### src/rtl/shift_capture_ctrl.sv
// Frame controller for an external 8-bit serial-in shift register: clears it,
// shifts FRAME_BITS serial bits in MSB-first, then captures the parallel value.
module shift_capture_ctrl #(
    parameter int FRAME_BITS = 8
) (
    input  logic       clk,
    input  logic       reset,
    input  logic       start,
    input  logic       serial_in,
    input  logic [7:0] sr_data,
    input  logic       out_ready,
    input  logic       clear_overrun,
    output logic       sr_reset_n,
    output logic       sr_shift_enable,
    output logic       sr_data_in,
    output logic       out_valid,
    output logic [7:0] out_data,
    output logic       busy,
    output logic       overrun,
    output logic [1:0] fsm_state
);

    // Output handshake: a frame is transferred on any edge where out_valid and
    // out_ready are both high; out_data holds steady until that edge.

    typedef enum logic [1:0] {
        IDLE    = 2'd0,
        CLEAR   = 2'd1,
        SHIFT   = 2'd2,
        CAPTURE = 2'd3
    } state_t;

    localparam logic [3:0] LAST_COUNT = 4'(FRAME_BITS - 1);
    localparam logic [7:0] FRAME_MASK = 8'((9'd1 << FRAME_BITS) - 9'd1);

    state_t     state;
    state_t     state_next;
    logic [3:0] count;
    logic [3:0] count_next;
    logic       capture;
    logic       drop;

    always_ff @(posedge clk) begin
        if (reset) begin
            state <= IDLE;
            count <= 4'd0;
        end else begin
            state <= state_next;
            count <= count_next;
        end
    end

    always_comb begin
        state_next = state;
        count_next = count;
        case (state)
            IDLE: begin
                if (start) state_next = CLEAR;
            end
            CLEAR: begin
                count_next = 4'd0;
                state_next = SHIFT;
            end
            SHIFT: begin
                // Counter parks at the last index rather than wrapping past it.
                if (count == LAST_COUNT) begin
                    state_next = CAPTURE;
                end else begin
                    count_next = count + 4'd1;
                end
            end
            CAPTURE: begin
                state_next = IDLE;
            end
            default: begin
                state_next = IDLE;
                count_next = 4'd0;
            end
        endcase
    end

    assign sr_reset_n      = !reset && (state != CLEAR);
    assign sr_shift_enable = !reset && (state == SHIFT);
    assign sr_data_in      = (state == SHIFT) ? serial_in : 1'b0;
    assign busy            = !reset && (state != IDLE);
    assign fsm_state       = state;

    assign capture = (state == CAPTURE);
    assign drop    = capture && out_valid && !out_ready;

    always_ff @(posedge clk) begin
        if (reset) begin
            out_valid <= 1'b0;
            out_data  <= 8'h00;
            overrun   <= 1'b0;
        end else begin
            if (capture) begin
                if (!drop) begin
                    out_data  <= sr_data & FRAME_MASK;
                    out_valid <= 1'b1;
                end
            end else if (out_valid && out_ready) begin
                out_valid <= 1'b0;
            end
            // A drop on the same edge as a clear leaves the flag set.
            if (drop) begin
                overrun <= 1'b1;
            end else if (clear_overrun) begin
                overrun <= 1'b0;
            end
        end
    end

endmodule
### config.mk
export PLATFORM = sky130hd
export DESIGN_NAME = shift_capture_ctrl
export DESIGN_NICKNAME = d
export VERILOG_FILES = /design/src/rtl/shift_capture_ctrl.sv
export SDC_FILE = /design/constraint.sdc
export NUM_CORES = 1
export LEC_CHECK = 0
export ABC_AREA = 1
export CELL_PAD_IN_SITES_DETAIL_PLACEMENT = 2
export CELL_PAD_IN_SITES_GLOBAL_PLACEMENT = 2
export CORE_UTILIZATION = 21
export DETAILED_ROUTE_END_ITERATION = 16
export GPL_ROUTABILITY_DRIVEN = 0
export PLACE_DENSITY = 0.79
export SYNTH_ARGS = -nofsm -noshare
export SYNTH_HDL_FRONTEND = slang
export SYNTH_SLANG_ARGS = --single-unit
### constraint.sdc
create_clock -name clk -period 1.5 [get_ports clk]
set_input_delay 0.3 -clock clk [delete_from_list [all_inputs] [get_ports clk]]
set_output_delay 0.3 -clock clk [all_outputs]
set_load 0.1 [all_outputs]
# Word level (Yosys, flattened, before mapping)
# Index checks and enable logic that the tools add are counted.
[totals]
reg_bits = 16
in_bits = 14
out_inout_bits = 16
elab_cells = 44
[op_classes]
n_addsub = 1
n_eq_ne = 9
mux = 11
bitwise = 1
n_reduce_logical = 17
[ops]
columns = ["op", "count"]
rows = [
  ["!= test 2 bit (second input constant)", 4],
  ["one-hot mux 2 bit (4 select lines)", 1],
  ["one-hot mux 4 bit (2 select lines)", 1],
  ["AND reduction 2 bit", 4],
  ["nonzero test 2 bit", 4],
  ["logical AND 1 bit", 6],
  ["two-way mux 1 bit", 6],
  ["adder 4 x 1 -> 4 bit (second input constant)", 1],
  ["== test 2 bit (second input constant)", 2],
  ["== test 4 x 3 -> 1 bit (second input constant)", 1],
  ["two-way mux 2 bit", 2],
  ["two-way mux 4 bit", 1],
  ["== test 2 x 1 -> 1 bit (second input constant)", 1],
  ["logical NOT 1 bit", 2],
  ["logical NOT 2 bit", 1],
  ["!= test 2 x 1 -> 1 bit (second input constant)", 1],
  ["inverter 1 bit", 1],
]

# Longest topological paths before layout
# Gate-level depths: netlist (run 1).
[logic_depth]
ltp_word = 5
ltp_mapped = 8
ltp_nobuf = 8

# Worst setup path after synthesis (run 1)
# No wires, ideal clock.
[synth_timing]
kind = "reg-to-output"
from = "reg state[0] (netlist: fsm_state[0])"
to = "out busy"
arrival_time_ps = 2696
t_required_ps = 1200
slack_ps = -1496
stages_incl_launch_ff = 4
n_path_buf = 0
cell_sequence = "dfxtp_1 inv_1 ha_1 nor2_1"
[synth_via]
elab_chain_len = 2
[synth_rtl]
columns = ["item", "line_no", "rtl"]
rows = [
  ["from (decl)", "36", "state_t state;"],
  ["from (signal assigned)", "48", "state <= state_next;"],
  ["nonzero test 2 bit", "85", "assign busy = !reset && (state != IDLE);"],
  ["logical AND 1 bit", "85", ""],
  ["to (decl)", "18", "output logic busy,"],
]
# No other way between the ends.

# Worst setup path after layout (run 1)
[layout_timing]
from = "reg state[1] (netlist: fsm_state[1])"
to = "out sr_reset_n"
[layout_via]
elab_chain_len = 2
[layout_rtl]
columns = ["item", "line_no", "rtl"]
rows = [
  ["!= test 2 x 1 -> 1 bit", "82", "assign sr_reset_n = !reset && (state != CLEAR);"],
  ["logical AND 1 bit", "82", ""],
  ["to (decl)", "13", "output logic sr_reset_n,"],
]
# No other way between the ends.

==> flow_summary.ini, run 1 <==
[logic_synthesis]
syn_avg_cell_area_um2 = 7.378
netlist.area_leader.share_pct = 44.76
synth_xor_area_share_pct = 0
synth_top_family_by_area = simple AND/OR/NAND/NOR gates
synth_area_leader_cell = dfxtp_1
synthAdderAreaFrac_pct = 8.741
synth_area_leaders = dfxtp_1 (45%), nor2_1 (12%), ha_1 (8.7%)
synth_compound_area_share_pct = 11.19
synthSimpleGateAreaFrac_pct = 28.67
yosys_warnings = 0
synth_nets = 116
ys_types = 12
ys_ff_latch = 16
synth_mux_area_share_pct = 0
ys_seq_area_share_pct = 44.76
synth_cells = 97
syn_area_um2 = 715.7

[drt]
wl_per_cell_um = 13.91
first_pass_iters = 2
via_per_inst = 4.447
drt_drc_violations_left = 0
routed_wl_mm = 2.490
drt-initial-drc-count = 8
antenna_left = 0
vias = 796

[worst_setup_path]
cp.required_ns = 1.20
r2r_end = out_data[7]
path_class = flop to output pin
cp_slowest_cell = dfxtp_4
reg2reg_slack_ns = 0.16
critPathArrivalTime_ns = 1.23
r2r.worst_path.cells = 5
critPathMaxFanout = 4
r2r_start = fsm_state[0]
slowest_delay_ns = 0.39
crit_chain = inv_2 -> ha_2 -> nor2_4 -> buf_12
start_kind = flop
crit_path_end_kind = output pin

[timing]
setup_violations = 4
final_max_slew_viol_count = 0
finalHoldViolCount = 0
fin_ws_ns = -0.03239
max-slew-margin-rel_pct = 82.05
post-route-period-util_pct = 102.2
fmax_mhz = 652.6
min_period_ns = 1.532
finClkSkew_ns = 0.006188
worstMarginPinSlew_ns = 0.2685
rsz0062_at_grt = true

[pwr]
ir_drop_mv = 1.259
power_mw = 2.788
leakage_nw = 0.5806
p_per_area_mw_per_mm2 = 2018

[placed_design]
io_buffers = 29
dp_hpwl_mm = 2.002

[layout]
layout_common_cells = nor2_1 (19), buf_12 (17), dfxtp_1 (13)
n_antenna_cell = 0
drive_gt1_share_pct = 33.33
layout_commonest_cell = nor2_1
area_growth_pct = 93.01
final_util_pct = 43.81
final_nets = 155

[grt]
grt_max_degree = 11
antenna_found_initial = 0
grt_pass1_wl_mm = 4.112
grt_use_total_pct = 15.41
grt_pass1_vias = 911
overflow = 0

[floorplanning]
die_x_um = 60.38
ios = 30
start_util_pct = 22.70
core_mm2 = 0.003153
fp.dieArea_mm2 = 0.003646
rows = 20
die_h_um = 60.38

[min_path]
hold_class = input pin to flop
min_delay_path_depth = 3
whs_endpoint = out_valid
hold_path.startpoint = reset

[clock_network]
cts_buffer_depth = 2
clkLatencyLatePin_ns = 0.29
cts_tree = done
htree_levels = 1
cts.clk_slew.worst_paths_ns = 0.10
cts.sinks = 16
numCtsBuffers = 3
root_buffer = clkbuf_4

[run_status]
outcome = complete, but fails checks
violations = setup timing

[run]
maxCapViolations = 0
## Yosys cell counts
library cell	count
nand3_2	1
nand4_1	4
ha_1	5
nand3_1	5
buf_2	2
inv_1	10
or2_2	1
o21ai_0	10
nand2_1	15
nor2_1	22
a21oi_1	6
dfxtp_1	16
## sequential cells by signal (all words and copies together) (netlist names)
register	count
count	4
fsm_state	2
out_data	8
out_valid	1
overrun	1
## where the power goes
part	internal, mW	total, mW	switching [mW]
Clock	0.148	0.289	0.142
Combinational	0.670	1.86	1.19
Sequential	0.528	0.641	0.113
Total	1.35	2.79	1.44
## what timing repair did
item / in CTS / in global routing
hold buffers: 0 / 0
endpoints found under the setup margin: 4 / 5
hold endpoints to repair: 0 / 0
pin swaps: 2 / 1
resized for setup: 6 / 2
buffers inserted: 3 / 0
gates cloned: 0 / 0
## area by class of cell
| class | instances | area, um2 |
|---|---|---|
| fillers | 364 | 1772 |
| repair buffers | 36 | 514.2 |
| multi-input cells | 69 | 400.4 |
| flip-flops and latches | 16 | 329.1 |
| well taps | 44 | 55.05 |
| inverters | 10 | 46.29 |
| clock buffers | 4 | 36.28 |
## routing by layer
metal / share of wire [%] / global-route usage [%] / vias up
met2: 54 / 30.14 / 25
li1: - / - / 390
met3: 4.8 / 2.985 / 0
met1: 41 / 16.67 / 381
met4: 0 / 3.987 / 0
met5: 0 / 0 / -
## metrics by stage
stage	setup slack [ns]	setup TNS, ns	std cells	hold WS (ns)	area, um2
after floorplan	-0.1392	-0.4450	97	0.4633	768.2
after global placement	-0.01204	-0.02307	172	0.4932	1306
after detailed placement	-0.1367	-0.8746	172	0.5109	1306
after CTS	-0.04700	-0.1452	179	0.4894	1376
after global routing	-0.09532	-0.3516	179	0.5017	1381
final	-0.03239	-0.1051	179	0.5008	1381
## critical path, delay by kind of cell (launching register included)
family                     cells  cell delay, ns
DFF                            1            0.39
and+or+nand+nor                1            0.13
buffers and inverters          2            0.23
adders and majority gates      1            0.19
## worst max-delay path by stage
stage | from | to | depth (start not counted)
floorplan | fsm_state[0] | busy | 3
global placement | reset | busy | 4
detailed placement | out_ready | out_data[7] | 7
CTS | fsm_state[0] | sr_data_in | 5
global route | fsm_state[0] | sr_shift_enable | 5
finish | fsm_state[1] | sr_reset_n | 4
## logic make-up after synthesis
kind of cell	after synthesis
AOI/OAI and AO/OA	16
adders and majority gates	5
buffers and inverters	12
DFF	16
and+or+nand+nor	48
Note: power is estimated with default switching activity, not from simulation.
==> run 2, diff against run 1 <==
--- a/config.mk
+++ b/config.mk
@@ -6,12 +6,15 @@
 export NUM_CORES = 1
 export LEC_CHECK = 0
 export ABC_AREA = 1
+export CAP_MARGIN = 20
 export CELL_PAD_IN_SITES_DETAIL_PLACEMENT = 2
 export CELL_PAD_IN_SITES_GLOBAL_PLACEMENT = 2
 export CORE_UTILIZATION = 21
 export DETAILED_ROUTE_END_ITERATION = 16
 export GPL_ROUTABILITY_DRIVEN = 0
+export MAX_ROUTING_LAYER = met4
 export PLACE_DENSITY = 0.79
+export RECOVER_POWER = 25
 export SYNTH_ARGS = -nofsm -noshare
 export SYNTH_HDL_FRONTEND = slang
 export SYNTH_SLANG_ARGS = --single-unit
==> flow_summary.ini, run 2 (synthesis gave the netlist of run 1 again) <==
[min_path]
hold_class = input pin to flop
hold_path.startpoint = reset

[worst_setup_path]
start_kind = flop
crit_start = fsm_state[1]
critPathMaxFanout = 4
critPathArrivalTime_ns = 1.23
r2r_start = fsm_state[0]
path_class = flop to output pin
cp.required_ns = 1.20
crit_path_end_kind = output pin

[layout]
layout_commonest_cell = nor2_1
final_util_pct = 43.81
largest_reg_flops = 8
final_nets = 155
layout_common_cells = nor2_1 (19), buf_12 (17), dfxtp_1 (13)
area_growth_pct = 93.01
drive_gt1_share_pct = 33.33
largest-register = out_data
n_antenna_cell = 0

[clock_network]
numCtsBuffers = 3
cts.sinks = 16
clkLatencyLatePin_ns = 0.29
cts_hold_buf = 0
root_buffer = clkbuf_4
htree_levels = 1
cts_tree = done
cts_buffer_depth = 2
cts.clk_slew.worst_paths_ns = 0.10

[placed_design]
io_buffers = 29
dp_hpwl_mm = 2.002

[floorplanning]
die_h_um = 60.38
core_mm2 = 0.003153
ios = 30
fp.dieArea_mm2 = 0.003646
die_x_um = 60.38
rows = 20
start_util_pct = 22.70

[timing]
min_period_ns = 1.533
fin_ws_ns = -0.03266
finalHoldViolCount = 0
final_max_slew_viol_count = 0
fmax_mhz = 652.5
rsz0062_at_grt = true
max-slew-margin-rel_pct = 82.18
finClkSkew_ns = 0.007010
worstMarginPinSlew_ns = 0.2667
post-route-period-util_pct = 102.2
setup_violations = 4

[drt]
routed_wl_mm = 2.484
drt-initial-drc-count = 8
wl_per_cell_um = 13.88
drt_drc_violations_left = 0
first_pass_iters = 2
via_per_inst = 4.425
vias = 792
antenna_left = 0

[grt]
antenna_found_initial = 0
overflow = 0
busiest_layer = met2
grt_use_total_pct = 15.91
met3_usage_pct = 2.559
grt_pass1_wl_mm = 4.112
grt_use_met2_pct = 30.14
grtUsageMet1_pct = 16.93
grt_pass1_vias = 911
grt_max_degree = 11

[run_status]
outcome = complete, but fails checks
violations = setup timing

[pwr]
power_mw = 2.785
p_per_area_mw_per_mm2 = 2016
leakage_nw = 0.5806
ir_drop_mv = 1.260

[run]
maxCapViolations = 0
==> run 2: final timing paths <==
path | cells past startpoint | slack, ns | end
setup / recovery | 4 | -0.03 | sr_reset_n
hold / removal | 3 | 0.50 | out_valid
setup reg to reg | 5 | 0.17 | out_data[7]
hold reg to reg | 2 | 0.52 | overrun
==> run 2: per-stage QoR <==
step	instances	setup TNS (ns)	setup WS (ns)	area, um2	hold slack [ns]
final	179	-0.1031	-0.03266	1381	0.4982
after global placement	172	-0.02307	-0.01204	1306	0.4932
after global routing	179	-0.3516	-0.09533	1381	0.5017
after detailed placement	172	-0.8746	-0.1367	1306	0.5109
after CTS	179	-0.1452	-0.04700	1376	0.4894
after floorplan	97	-0.4450	-0.1392	768.2	0.4633
==> run 2: final cells by class <==
| cell class | instances | area, um2 |
|---|---|---|
| tap | 44 | 55.05 |
| multi-input combinational | 69 | 400.4 |
| fill | 364 | 1772 |
| timing repair buffer | 36 | 514.2 |
| clock buffer | 4 | 36.28 |
| inverter | 10 | 46.29 |
| sequential | 16 | 329.1 |
==> run 2: report_power, final <==
part | total [mW] | internal (mW) | switching [mW] | leakage, nW
Sequential | 0.641 | 0.528 | 0.113 | 0.132
Combinational | 1.86 | 0.670 | 1.19 | 0.428
Clock | 0.288 | 0.148 | 0.141 | 0.0210
==> run 2: per-layer routing <==
metal  up-vias  wire, um
li1        389         -
met1       376      1006
met2        27      1361
met3         0       117
met4         0         0
met5         -         0
==> run 2: critical path: stages (launching register included) <==
cell	delay, ns
dfxtp_4	0.39
inv_2	0.05
ha_2	0.19
nor2_4	0.13
buf_12	0.18
==> run 2: timing repair <==
action	in CTS	in global routing
pin swaps	2	1
setup endpoints to repair	4	5
setup buffers	3	0
gates cloned	0	0
resized for setup	6	2
==> run 3, diff against run 2 <==
--- a/config.mk
+++ b/config.mk
@@ -9,11 +9,12 @@
 export CAP_MARGIN = 20
 export CELL_PAD_IN_SITES_DETAIL_PLACEMENT = 2
 export CELL_PAD_IN_SITES_GLOBAL_PLACEMENT = 2
-export CORE_UTILIZATION = 21
+export CORE_UTILIZATION = 22
+export CTS_BUF_LIST = sky130_fd_sc_hd__clkbuf_8
 export DETAILED_ROUTE_END_ITERATION = 16
 export GPL_ROUTABILITY_DRIVEN = 0
 export MAX_ROUTING_LAYER = met4
-export PLACE_DENSITY = 0.79
+export PLACE_DENSITY = 0.82
 export RECOVER_POWER = 25
 export SYNTH_ARGS = -nofsm -noshare
 export SYNTH_HDL_FRONTEND = slang
==> constraint.sdc (replaced) <==
create_clock -name clk -period 1.5 [get_ports clk]
set_input_delay 0.3 -clock clk [delete_from_list [all_inputs] [get_ports clk]]
set_output_delay 0.3 -clock clk [all_outputs]
set_load 0.05 [all_outputs]
==> flow_summary.ini, run 3 (synthesis gave the netlist of run 1 again) <==
[layout]
final_nets = 155
n_antenna_cell = 0
final_cells = 179
drive_gt1_share_pct = 31.85
layout_commonest_cell = nor2_1
layout_common_cells = nor2_1 (19), buf_12 (16), dfxtp_1 (14)
largest_reg_flops = 8
largest-register = out_data
final_util_pct = 44.84
fill_cells = 354
area_growth_pct = 92.83

[floorplanning]
core_mm2 = 0.003078
fp.dieArea_mm2 = 0.003485
die_x_um = 59.04
die_h_um = 59.04
start_util_pct = 23.25
rows = 20
ios = 30

[drt]
antenna_left = 0
drt_drc_violations_left = 0
via_per_inst = 4.520
vias = 809
wl_per_cell_um = 14.93
routed_wl_mm = 2.672
drt-initial-drc-count = 4
first_pass_iters = 2

[grt]
antenna_found_initial = 0
grt_use_total_pct = 18.18
grt_max_degree = 12
grt_pass1_vias = 916
grt_pass1_wl_mm = 4.450
overflow = 0

[clock_network]
cts_buffer_depth = 2
cts_tree = done
cts.clk_slew.worst_paths_ns = 0.07
htree_levels = 1
clkLatencyLatePin_ns = 0.26
root_buffer = clkbuf_8
numCtsBuffers = 3
cts.sinks = 16

[worst_setup_path]
path_class = flop to output pin
reg2reg_slack_ns = 0.13
cp_slowest_cell = dfxtp_4
start_kind = flop
crit_path_end_kind = output pin
crit_path_end = busy
critPathArrivalTime_ns = 1.18
cp.required_ns = 1.20
r2r_start = fsm_state[0]
r2r_end = fsm_state[1]
crit_start = fsm_state[0]
crit_chain = inv_4 -> ha_2 -> nor2_4 -> buf_12
slowest_delay_ns = 0.39
r2r.worst_path.cells = 8
critPathMaxFanout = 4

[run_status]
outcome = finished clean

[pwr]
leakage_nw = 0.5811
ir_drop_mv = 0.9049
p_per_area_mw_per_mm2 = 1864

[placed_design]
io_buffers = 29
dp_hpwl_mm = 1.922
dp_cells = 170

[timing]
finClkSkew_ns = 0.009480
whs_ns = 0.5114
post-route-period-util_pct = 98.79
setup_tns_ns = 0
min_period_ns = 1.482
final_max_slew_viol_count = 0
setup_violations = 0
fmax_mhz = 674.8
rsz0062_at_grt = true
finalHoldViolCount = 0
max-slew-margin-rel_pct = 80.37
worstMarginPinSlew_ns = 0.2942

[min_path]
hold_class = flop to flop
hold_path.startpoint = overrun

[run]
maxCapViolations = 0
-- run 3: changes by cell type in the layout (fill, tap and decap cells not counted) --
cell / delta
buf_6: +1
dfxtp_2: -1
dlygate4sd2_1: -1
dfxtp_1: +1
clkbuf_8: +3
clkdlybuf4s50_1: +1
buf_12: -1
inv_2: +1
clkbuf_4: -3
nand2_4: -1
clkinvlp_4: -1
nand2_1: +1
-- run 3: area by class of cell --
type	count	area, um2	area share, %
tap	44	55.05	3.989
timing repair buffer	36	506.7	36.72
clock buffer	4	55.05	3.989
multi-input combinational	69	392.9	28.47
inverter	10	42.54	3.083
sequential	16	327.8	23.75
-- run 3: how the worst min path moves through the flow --
stage	cells past startpoint	to	slack (ns)
floorplan	3	overrun	0.46
global placement	2	overrun	0.50
detailed placement	2	overrun	0.51
CTS	2	overrun	0.52
global route	2	overrun	0.54
finish	2	overrun	0.51
-- run 3: what timing repair did --
action	in CTS	in global routing
resized for setup	8	7
pin swaps	1	3
endpoints found under the setup margin	4	6
hold buffers	0	0
buffers inserted	2	3
gates cloned	0	0
-- run 3: layer usage --
layer	GRT usage, %	vias up	share of wire (%)
li1	-	388	-
met1	19.62	393	41
met2	33.12	26	54
met3	4.148	2	4.1
met4	5.102	0	0.37
met5	-	-	0
-- run 3: report_power, final --
group          internal, mW  switching [mW]  leakage [nW]
sequential            0.528           0.114         0.131
clock                 0.233           0.164        0.0288
combinational         0.690           0.844         0.421
-- run 3: critical path: cells and delay by family (launching register included) --
kind	cells	cell delay, ns
adder cells (fa/ha/maj)	1	0.21
AND/OR/NAND/NOR	1	0.13
buffers and inverters	2	0.19
flip-flops	1	0.39
-- run 3: stage by stage --
step	power [mW]	worst slack, ns	instance area, um2
after CTS	2.467	0.003312	1344
after floorplan	1.331	0.03988	740.7
after detailed placement	1.968	-0.1302	1251
final	2.573	0.01816	1380
after global placement	1.909	0.01382	1251
after global routing	2.697	-0.01353	1380
